$ cat src/rtl/spi_pkg.sv
// rtl/spi_pkg.sv - shared types and constants for the SPI FIFO bridge
package spi_pkg;

  localparam int DEF_DATA_WIDTH = 8;
  localparam int DEF_FIFO_DEPTH = 16;

  typedef enum logic [1:0] {
    ST_IDLE,
    ST_WAIT_BUSY,
    ST_WAIT_DONE,
    ST_CAPTURE
  } state_e;

  // Level counters need one extra bit so a full FIFO is distinct from an empty one.
  function automatic int lvl_w(input int depth);
    return $clog2(depth) + 1;
  endfunction

endpackage

$ cat src/rtl/spi_fifo_bridge_if.sv
// rtl/spi_fifo_bridge_if.sv - byte handshake between the bridge and spi_master
interface spi_fifo_bridge_if #(
  parameter int DATA_WIDTH = spi_pkg::DEF_DATA_WIDTH
);

  logic [DATA_WIDTH-1:0] m_tx_data;
  logic                  m_tx_valid;
  logic                  m_tx_ready;
  logic [DATA_WIDTH-1:0] m_rx_data;

  modport master (
    output m_tx_data,
    output m_tx_valid,
    input  m_tx_ready,
    input  m_rx_data
  );

  modport slave (
    input  m_tx_data,
    input  m_tx_valid,
    output m_tx_ready,
    output m_rx_data
  );

endinterface

$ cat src/rtl/spi_sync_fifo.sv
// rtl/spi_sync_fifo.sv - synchronous first-word-fall-through FIFO with occupancy output
module spi_sync_fifo
  import spi_pkg::*;
#(
  parameter int WIDTH = DEF_DATA_WIDTH,
  parameter int DEPTH = DEF_FIFO_DEPTH
) (
  input  logic                    clk,
  input  logic                    rst,
  input  logic                    push_i,
  input  logic [WIDTH-1:0]        data_i,
  input  logic                    pop_i,
  output logic [WIDTH-1:0]        data_o,
  output logic                    full_o,
  output logic                    empty_o,
  output logic [lvl_w(DEPTH)-1:0] level_o
);

  localparam int AW = $clog2(DEPTH);
  localparam int LW = lvl_w(DEPTH);

  logic [WIDTH-1:0] mem_q [DEPTH];
  logic [AW-1:0]    wr_ptr_q, wr_ptr_d;
  logic [AW-1:0]    rd_ptr_q, rd_ptr_d;
  logic [LW-1:0]    level_q, level_d;
  logic             push_ok, pop_ok;

  // Acceptance looks only at the state at the start of the cycle, so a push
  // while full is refused even if a pop frees a slot in the same cycle.
  assign push_ok = push_i && !full_o;
  assign pop_ok  = pop_i && !empty_o;

  always_comb begin
    wr_ptr_d = wr_ptr_q;
    rd_ptr_d = rd_ptr_q;
    level_d  = level_q;
    if (push_ok) wr_ptr_d = wr_ptr_q + AW'(1);
    if (pop_ok)  rd_ptr_d = rd_ptr_q + AW'(1);
    level_d = level_q + LW'(push_ok) - LW'(pop_ok);
  end

  always_ff @(posedge clk) begin
    if (rst) begin
      wr_ptr_q <= '0;
      rd_ptr_q <= '0;
      level_q  <= '0;
    end else begin
      wr_ptr_q <= wr_ptr_d;
      rd_ptr_q <= rd_ptr_d;
      level_q  <= level_d;
    end
  end

  always_ff @(posedge clk) begin
    if (push_ok) mem_q[wr_ptr_q] <= data_i;
  end

  assign data_o  = mem_q[rd_ptr_q];
  assign full_o  = (level_q == LW'(DEPTH));
  assign empty_o = (level_q == '0);
  assign level_o = level_q;

endmodule

$ cat src/rtl/spi_fifo_bridge.sv
// rtl/spi_fifo_bridge.sv - host TX/RX FIFOs feeding spi_master one byte at a time
// with RX-full stall and a per-transfer hang timeout.
module spi_fifo_bridge
  import spi_pkg::*;
#(
  parameter int DATA_WIDTH  = DEF_DATA_WIDTH,
  parameter int FIFO_DEPTH  = DEF_FIFO_DEPTH,
  parameter int TIMEOUT_CYC = 4096
) (
  input  logic                         clk,
  input  logic                         rst,
  input  logic [DATA_WIDTH-1:0]        wr_data_i,
  input  logic                         wr_en_i,
  output logic                         tx_full_o,
  output logic [lvl_w(FIFO_DEPTH)-1:0] tx_level_o,
  input  logic                         rd_en_i,
  output logic [DATA_WIDTH-1:0]        rd_data_o,
  output logic                         rx_empty_o,
  output logic [lvl_w(FIFO_DEPTH)-1:0] rx_level_o,
  output logic                         busy_o,
  output logic                         err_timeout_o,
  output logic                         err_txdrop_o,
  input  logic                         err_clr_i,
  spi_fifo_bridge_if.master            m_if
);

  localparam int TW = $clog2(TIMEOUT_CYC);
  localparam logic [TW-1:0] TMAX = TW'(TIMEOUT_CYC - 1);

  state_e                state_q, state_d;
  logic [TW-1:0]         cnt_q, cnt_d;
  logic                  valid_q, valid_d;
  logic [DATA_WIDTH-1:0] data_q, data_d;
  logic                  err_to_q, err_to_d;
  logic                  err_drop_q, err_drop_d;

  logic [DATA_WIDTH-1:0] tx_head;
  logic                  tx_empty, tx_full, tx_pop;
  logic                  rx_full, rx_push;
  logic                  to_set, drop_set;

  spi_sync_fifo #(
    .WIDTH (DATA_WIDTH),
    .DEPTH (FIFO_DEPTH)
  ) u_tx_fifo (
    .clk     (clk),
    .rst     (rst),
    .push_i  (wr_en_i),
    .data_i  (wr_data_i),
    .pop_i   (tx_pop),
    .data_o  (tx_head),
    .full_o  (tx_full),
    .empty_o (tx_empty),
    .level_o (tx_level_o)
  );

  spi_sync_fifo #(
    .WIDTH (DATA_WIDTH),
    .DEPTH (FIFO_DEPTH)
  ) u_rx_fifo (
    .clk     (clk),
    .rst     (rst),
    .push_i  (rx_push),
    .data_i  (m_if.m_rx_data),
    .pop_i   (rd_en_i),
    .data_o  (rd_data_o),
    .full_o  (rx_full),
    .empty_o (rx_empty_o),
    .level_o (rx_level_o)
  );

  always_comb begin
    state_d = state_q;
    cnt_d   = cnt_q;
    valid_d = 1'b0;
    data_d  = data_q;
    tx_pop  = 1'b0;
    rx_push = 1'b0;
    to_set  = 1'b0;
    case (state_q)
      ST_IDLE: begin
        // Only issue when RX has room, so the returning byte always fits.
        if (!tx_empty && !rx_full && m_if.m_tx_ready) begin
          tx_pop  = 1'b1;
          valid_d = 1'b1;
          data_d  = tx_head;
          cnt_d   = '0;
          state_d = ST_WAIT_BUSY;
        end
      end
      ST_WAIT_BUSY: begin
        cnt_d = cnt_q + TW'(1);
        if (cnt_q == TMAX) begin
          to_set  = 1'b1;
          state_d = ST_IDLE;
        end else if (!m_if.m_tx_ready) begin
          state_d = ST_WAIT_DONE;
        end
      end
      ST_WAIT_DONE: begin
        cnt_d = cnt_q + TW'(1);
        if (cnt_q == TMAX) begin
          to_set  = 1'b1;
          state_d = ST_IDLE;
        end else if (m_if.m_tx_ready) begin
          state_d = ST_CAPTURE;
        end
      end
      ST_CAPTURE: begin
        rx_push = 1'b1;
        state_d = ST_IDLE;
      end
      default: state_d = ST_IDLE;
    endcase
  end

  // A new error event in the same cycle as err_clr keeps the flag set.
  assign drop_set   = wr_en_i && tx_full;
  assign err_to_d   = to_set   | (err_to_q   & ~err_clr_i);
  assign err_drop_d = drop_set | (err_drop_q & ~err_clr_i);

  always_ff @(posedge clk) begin
    if (rst) begin
      state_q    <= ST_IDLE;
      cnt_q      <= '0;
      valid_q    <= 1'b0;
      data_q     <= '0;
      err_to_q   <= 1'b0;
      err_drop_q <= 1'b0;
    end else begin
      state_q    <= state_d;
      cnt_q      <= cnt_d;
      valid_q    <= valid_d;
      data_q     <= data_d;
      err_to_q   <= err_to_d;
      err_drop_q <= err_drop_d;
    end
  end

  assign m_if.m_tx_valid = valid_q;
  assign m_if.m_tx_data  = data_q;
  assign tx_full_o       = tx_full;
  assign busy_o          = (state_q != ST_IDLE);
  assign err_timeout_o   = err_to_q;
  assign err_txdrop_o    = err_drop_q;

endmodule

$ cat src/flat_wrapper.sv
// flat-port wrapper written by rule: the top's interface ports become plain ports
module spi_fifo_bridge_flat import spi_pkg::*;
#(
  parameter int DATA_WIDTH  = DEF_DATA_WIDTH,
  parameter int FIFO_DEPTH  = DEF_FIFO_DEPTH,
  parameter int TIMEOUT_CYC = 4096
)
  (clk, rst, wr_data_i, wr_en_i, tx_full_o, tx_level_o, rd_en_i, rd_data_o, rx_empty_o, rx_level_o, busy_o, err_timeout_o, err_txdrop_o, err_clr_i, m_if_m_tx_data, m_if_m_tx_valid, m_if_m_tx_ready, m_if_m_rx_data);
  spi_fifo_bridge_if #(.DATA_WIDTH(DATA_WIDTH)) m_if_i ();
  input  logic clk;
  input  logic rst;
  input  logic [DATA_WIDTH-1:0] wr_data_i;
  input  logic wr_en_i;
  output logic tx_full_o;
  output logic [lvl_w(FIFO_DEPTH)-1:0] tx_level_o;
  input  logic rd_en_i;
  output logic [DATA_WIDTH-1:0] rd_data_o;
  output logic rx_empty_o;
  output logic [lvl_w(FIFO_DEPTH)-1:0] rx_level_o;
  output logic busy_o;
  output logic err_timeout_o;
  output logic err_txdrop_o;
  input  logic err_clr_i;
  output wire logic [$bits(m_if_i.m_tx_data)-1:0] m_if_m_tx_data;
  output wire logic [$bits(m_if_i.m_tx_valid)-1:0] m_if_m_tx_valid;
  input wire logic [$bits(m_if_i.m_tx_ready)-1:0] m_if_m_tx_ready;
  input wire logic [$bits(m_if_i.m_rx_data)-1:0] m_if_m_rx_data;
  assign m_if_m_tx_data = m_if_i.m_tx_data;
  assign m_if_m_tx_valid = m_if_i.m_tx_valid;
  assign m_if_i.m_tx_ready = m_if_m_tx_ready;
  assign m_if_i.m_rx_data = m_if_m_rx_data;
  spi_fifo_bridge #(.DATA_WIDTH(DATA_WIDTH), .FIFO_DEPTH(FIFO_DEPTH), .TIMEOUT_CYC(TIMEOUT_CYC)) u_core (.clk(clk), .rst(rst), .wr_data_i(wr_data_i), .wr_en_i(wr_en_i), .tx_full_o(tx_full_o), .tx_level_o(tx_level_o), .rd_en_i(rd_en_i), .rd_data_o(rd_data_o), .rx_empty_o(rx_empty_o), .rx_level_o(rx_level_o), .busy_o(busy_o), .err_timeout_o(err_timeout_o), .err_txdrop_o(err_txdrop_o), .err_clr_i(err_clr_i), .m_if(m_if_i));
endmodule
$ cat config.mk
export PLATFORM = sky130hd
export DESIGN_NAME = spi_fifo_bridge_flat
export DESIGN_NICKNAME = d
export VERILOG_FILES = /design/src/rtl/spi_pkg.sv /design/src/rtl/spi_fifo_bridge_if.sv /design/src/rtl/spi_sync_fifo.sv /design/src/rtl/spi_fifo_bridge.sv /design/src/flat_wrapper.sv
export SDC_FILE = /design/constraint.sdc
export NUM_CORES = 1
export LEC_CHECK = 0
export BUFFER_PORTS_ARGS = -buffer_cell sky130_fd_sc_hd__clkbuf_2
export CAP_MARGIN = 20
export CELL_PAD_IN_SITES_DETAIL_PLACEMENT = 2
export CELL_PAD_IN_SITES_GLOBAL_PLACEMENT = 2
export CORE_ASPECT_RATIO = 2
export CORE_MARGIN = 8
export CORE_UTILIZATION = 45
export CTS_CLUSTER_DIAMETER = 40
export DETAILED_ROUTE_END_ITERATION = 6
export GPL_ROUTABILITY_DRIVEN = 0
export PLACE_DENSITY_LB_ADDON = 0.1
export SYNTH_ARGS = -nofsm -noshare
export SYNTH_HDL_FRONTEND = slang
export SYNTH_SLANG_ARGS = --single-unit
$ cat constraint.sdc
create_clock -name clk -period 4.58 [get_ports clk]
set_input_delay 1.145 -clock clk [delete_from_list [all_inputs] [get_ports clk]]
set_output_delay 1.145 -clock clk [all_outputs]
set_load 0.1 [all_outputs]
# Yosys cells after proc, flatten, opt, wreduce, memory -nomap -nowiden
# Memories as Yosys holds them, arrays and structs flattened. A register that Yosys moved wholly into a read port is not among the register bits.
# Index checks and enable logic that the tools add are counted.
[totals] ff_bits=43 mem_bits_rw=256 input_bits=22 elab_cells=75 mem_count=2
[classes] addsub=9 eq_ne=9 mux=19 n_bitwise=5 reduce_logical=20
[mem_list] name="u_core.u_rx_fifo.mem_q" depth=16 width=8 rd=1 rd_clocked_by_memory_dff=1 wr=1 line_no="spi_sync_fifo.sv:22" source="logic [WIDTH-1:0] mem_q [DEPTH];"
[mem_list] name="u_core.u_tx_fifo.mem_q" depth=16 width=8 rd=1 rd_clocked_by_memory_dff=1 wr=1 line_no="spi_sync_fifo.sv:22"
[op_table] op="12-bit case mux with 2 select lines" n=1
[op_table] op="4-bit by 1-bit adder with 4-bit output (second input constant)" n=4
[op_table] op="12-bit by 1-bit adder with 12-bit output (second input constant)" n=1
[op_table] op="12-bit == test (second input constant)" n=1
[op_table] op="12-bit 2-to-1 mux" n=1
[op_table] op="5-bit by 1-bit adder with 5-bit output" n=2
[op_table] op="5-bit == test (second input constant)" n=2
[op_table] op="5-bit zero test" n=2
[op_table] op="2-bit 2-to-1 mux" n=5
[op_table] op="5-bit by 1-bit subtractor with 5-bit output" n=2
[op_table] op="1-bit 2-to-1 mux" n=9
[op_table] op="4-bit 2-to-1 mux" n=2
[op_table] op="2-bit case mux with 4 select lines" n=1
[op_table] op="1-bit logical AND" n=7
[op_table] op="3-bit by 2-bit inequality test with 1-bit output (second input constant)" n=2
[op_table] op="2-bit == test (second input constant)" n=2
[op_table] op="1-bit zero test" n=4
[op_table] op="2-bit AND reduction" n=2
[op_table] op="2-bit nonzero test" n=2
[op_table] op="3-bit AND reduction" n=1
[op_table] op="1-bit bitwise AND" n=2
[op_table] op="2-bit by 1-bit == test with 1-bit output (second input constant)" n=1
[op_table] op="2-bit zero test" n=1
[op_table] op="2-bit by 1-bit inequality test with 1-bit output (second input constant)" n=1
[op_table] op="3 further kinds" n=4

# Longest topological paths before layout
[logic_depth] depth_word=8 depth_mapped=15

# Modules after synthesis
# A second synthesis with hierarchy kept.
[unflattened] cells_unflattened=753 hier_area_um2=12813.5
[by_module_without_submodules] mod="spi_sync_fifo" n_inst=2 cells_per_inst=306 area_per_inst_um2=5799.3 seq_area_each_um2=4184.0
[by_module_without_submodules] mod="spi_fifo_bridge" n_inst=1 cells_per_inst=141 area_per_inst_um2=1214.9 seq_area_each_um2=500.5

# Worst setup path after synthesis
# No wires, ideal clock.
[synth_path] kind="reg2reg" startpoint="reg u_core.u_rx_fifo.level_q[2] (netlist: u_core.u_rx_fifo.level_o[2])" endpoint="reg u_core.u_rx_fifo.level_q[4] (netlist: u_core.u_rx_fifo.level_o[4])" setup_ns=0.070 arrival_ns=3.521 required_ns=4.510 slack_ns=0.989 stages_incl_launch_ff=16 synth_period_minus_slack_ns=3.591 path_cell_list="dfxtp_1 inv_1 ha_1 nand4bb_1 buf_2 and2_1 clkbuf_1 inv_1 ha_1 inv_1 ha_1 fa_1 a21oi_1 nor2_1 or3_1 a21oi_1"
[synth_via] elab_chain_len=5
[synth_lines] item="start: declaration" line_no="spi_sync_fifo.sv:25" source="logic [LW-1:0] level_q, level_d;"
[synth_lines] item="start signal: assignment" line_no="spi_sync_fifo.sv:50" source="level_q <= level_d;"
[synth_lines] item="5-bit == test" line_no="spi_sync_fifo.sv:59" source="assign full_o = (level_q == LW'(DEPTH));"
[synth_lines] item="1-bit zero test" line_no="spi_sync_fifo.sv:30" source="assign push_ok = push_i && !full_o;"
[synth_lines] item="1-bit logical AND" line_no="spi_sync_fifo.sv:30"
[synth_lines] item="5-bit by 1-bit adder with 5-bit output" line_no="spi_sync_fifo.sv:39" source="level_d = level_q + LW'(push_ok) - LW'(pop_ok);"
[synth_lines] item="5-bit by 1-bit subtractor with 5-bit output (*)" line_no="spi_sync_fifo.sv:39"
# Mark *: on every way between the ends. The rest lies on a longest branch, timed or not.
# A chain may end at the register's enable or synchronous reset.

==> results.py <==
metrics = {
    "pwr": {
        "p_int_mw": 5.23,
        "powerDensity_mw_per_mm2": 566,
        "combPwrFrac": 0.288,
        "switching_share": 0.356,
        "p_seq_frac": 0.406,
        "leakage_nw": 4.76,
        "ir_worst_vdd_uv": 415,
        "pwr-share-clk": 0.306,
        "p_sw_mw": 2.89,
    },
    "synthesis": {
        "synthCells": 767,
        "yosysUniqueCellTypes": 47,
        "ys_seq_area_frac": 0.692,
        "ys.flop_type": "edfxtp_1",
        "syn_area_mm2": 0.0127,
        "synth_nets": 819,
        "synth_area_per_cell_um2": 16.6,
        "synth_edf_count": 256,
        "yosys_warnings": 0,
        "synth_seq_cells": 311,
        "async_flop_share": 0,
    },
    "route": {
        "post_drt_wl_per_cell_um": 26.8,
        "viasPerCell": 5.70,
        "vias": 6890,
        "ant_nets": 0,
        "dr.first_iter.drc_count": 369,
        "first_pass_iters": 4,
        "wl_mm": 32.3,
        "drc": 0,
    },
    "critical_path": {
        "criticalPathCategory": "reg -> out",
        "slowest_stage": "mux4_1",
        "cp_max_fo": 32,
        "cp-end-kind": "output port",
        "r2r_setup_slack_ns": 1.31,
        "cp.arrival_ns": 2.99,
        "critPathRequiredTime_ns": 3.43,
        "cp_slowest_stage_delay_ns": 0.68,
        "start_kind": "flip-flop",
        "critical_path.top_delay_family": "multiplexers",
        "path_cells": "buf_4 -> mux4_1 -> mux4_2 -> clkbuf_2",
        "crit_buf_inv": 2,
    },
    "clock_tree": {
        "clk_latency_ns": 0.59,
        "clk_pin_slew_ns": 0.06,
        "post_cts_resized": 0,
        "clockRootBuffer": "clkbuf_16",
        "cts_buffers": 31,
        "post-cts-setup-buffers": 0,
        "htreeDepth": 1,
        "clock_sinks": 311,
        "cts_hold_buf": 0,
        "tritoncts": "yes",
        "clk_path_buf_depth": 3,
    },
    "die": {
        "die-area_mm2": 0.0342,
        "die_height_um": 254,
        "core_mm2": 0.0280,
        "die_w_um": 135,
        "initial_core_util": 0.454,
        "row_count": 87,
        "pin_count": 54,
    },
    "placement": {
        "numPortBuffers": 53,
        "dp_worst_setup_slack_ns": 1.00,
        "hpwlAfterDp_mm": 21.5,
    },
    "layout": {
        "final_common_cell": "edfxtp_1",
        "fillCellCount": 2508,
        "final_layout_size_suffix_gt1_frac": 0.192,
        "final_cell_mix": "edfxtp_1, nor2_1, dfxtp_1, clkbuf_2, a21oi_1",
        "finalNetCount": 880,
        "diodes": 0,
        "area_growth_pct": 13.0,
    },
    "global_route": {
        "track_usage": 0.191,
        "antenna_found_initial": 1,
        "grt_pass1_vias": 7513,
        "grt_max_degree": 33,
        "grt_pass1_wl_mm": 48.1,
        "grt.overflow.total": 0,
    },
    "timing": {
        "setup_viol": 0,
        "slew_viol_final": 0,
        "hold_viol_final": 0,
        "fin_setup_tns_ns": 0,
        "min_period_over_period": 0.902,
        "min_period_ns": 4.13,
        "relSlewSlack": 0.195,
        "finClkSkew_ns": 0.0184,
        "timing.hold.ws_ns": 0.468,
        "rsz0062_at_grt": "no",
        "tightest_slew_ns": 1.20,
        "fin_ws_ns": 0.449,
        "max_freq_mhz": 242,
    },
    "run_status": {
        "status": "finished, final reports clean",
    },
    "run": {
        "drv_cap": 0,
    },
    "hold_path": {
        "worstHoldPathType": "reg -> reg",
    },
}
[power by group through the flow]
stage	Clock, mW	Sequential (mW)	Combinational, mW
CTS	2.56	3.30	2.39
finish	2.49	3.30	2.34
detailed placement	0	3.36	2.37
floorplan	0	3.81	1.40
global route	2.64	3.32	2.51
global placement	0	3.35	2.30
[registers in the layout, summed over array words and instances, names as in the netlist, 2 cells and up, named ones only]
name,count
u_core.u_rx_fifo.level_o,5
u_core.u_tx_fifo.level_o,5
u_core.cnt_q,12
u_core.u_tx_fifo.mem_q,128
u_core.m_if.m_tx_data,8
u_core.state_q,2
u_core.u_rx_fifo.mem_q,128
u_core.u_rx_fifo.rd_ptr_q,4
u_core.u_tx_fifo.wr_ptr_q,4
u_core.u_tx_fifo.rd_ptr_q,4
u_core.u_rx_fifo.wr_ptr_q,4
[per-layer routing]
layer | routed length, um | global-route usage | vias to the layer above
li1 | - | - | 3114
met1 | 12900 | 0.225 | 3605
met2 | 17700 | 0.350 | 134
met3 | 1140 | 0.0285 | 35
met4 | 590 | 0.0539 | 2
met5 | 13 | 0 | -
[worst paths after layout]
check / from / to / cells past startpoint
worst max-delay path: flip-flop / rd_data_o[7] / 4
worst min-delay path: u_core.cnt_q[9] / u_core.cnt_q[9] / 2
worst max register to register: u_core.u_rx_fifo.level_o[2] / u_core.u_tx_fifo.level_o[4] / 13
worst min register to register: u_core.cnt_q[9] / u_core.cnt_q[9] / 2
[area by class of cell]
cell class | instances | area (um^2) | area share
clock inverter | 21 | 191 | 0.0133
multi-input combinational | 387 | 3600 | 0.251
sequential | 311 | 8790 | 0.613
clock buffer | 36 | 805 | 0.0561
inverter | 27 | 101 | 0.00706
timing repair buffer | 70 | 412 | 0.0287
tap | 356 | 445 | 0.0310
[cells by family after synthesis]
family                     share of synthesized area
adders and majority gates                     0.0307
buffers and inverters                         0.0259
muxes                                          0.132
and+or+nand+nor                               0.0619
AOI/OAI and AO/OA                             0.0452
DFF                                            0.692
xor gates and xnor gates                      0.0117
[worst reg2reg max path, cell delays in order, from the launching register on]
cell	delay, ns
dfxtp_1	0.33
inv_1	0.09
ha_1	0.17
nand4bb_1	0.44
nand3_1	0.28
inv_1	0.21
ha_1	0.33
inv_1	0.04
ha_1	0.20
fa_1	0.42
a21oi_1	0.16
nor2_1	0.07
or3_1	0.34
a21oi_1	0.14
[metrics by stage]
| step | utilization | power, mW | area (um^2) | std cells |
|---|---|---|---|---|
| after floorplan | - | 5.21 | 12700 | 767 |
| after global placement | 0.475 | 5.65 | 13300 | 1145 |
| after detailed placement | 0.475 | 5.73 | 13300 | 1145 |
| after CTS | 0.511 | 8.24 | 14300 | 1202 |
| after global routing | 0.513 | 8.46 | 14300 | 1208 |
| final | 0.513 | 8.12 | 14300 | 1208 |
[Yosys cell counts, types with 5 or more instances]
master	instances	area (um^2)
buf_1	7	26.3
nand3_1	15	75.1
dfxtp_1	55	1100
ha_1	28	350
xnor2_1	7	61.3
or3_1	8	50.1
nand2_1	26	97.6
nor2_1	55	206
mux2i_1	33	330
xor2_1	10	87.6
a211oi_1	16	120
nand2b_1	5	31.3
nor3_1	8	40.0
mux4_2	32	721
o21ai_0	13	65.1
edfxtp_1	256	7690
inv_1	27	101
nor2b_1	8	50.1
and3_1	5	31.3
clkbuf_1	18	67.6
buf_2	10	50.1
mux4_1	24	631
a21oi_1	35	175
and2_1	6	37.5
o22ai_1	18	113
No activity file was read; power rests on OpenSTA's default activity.
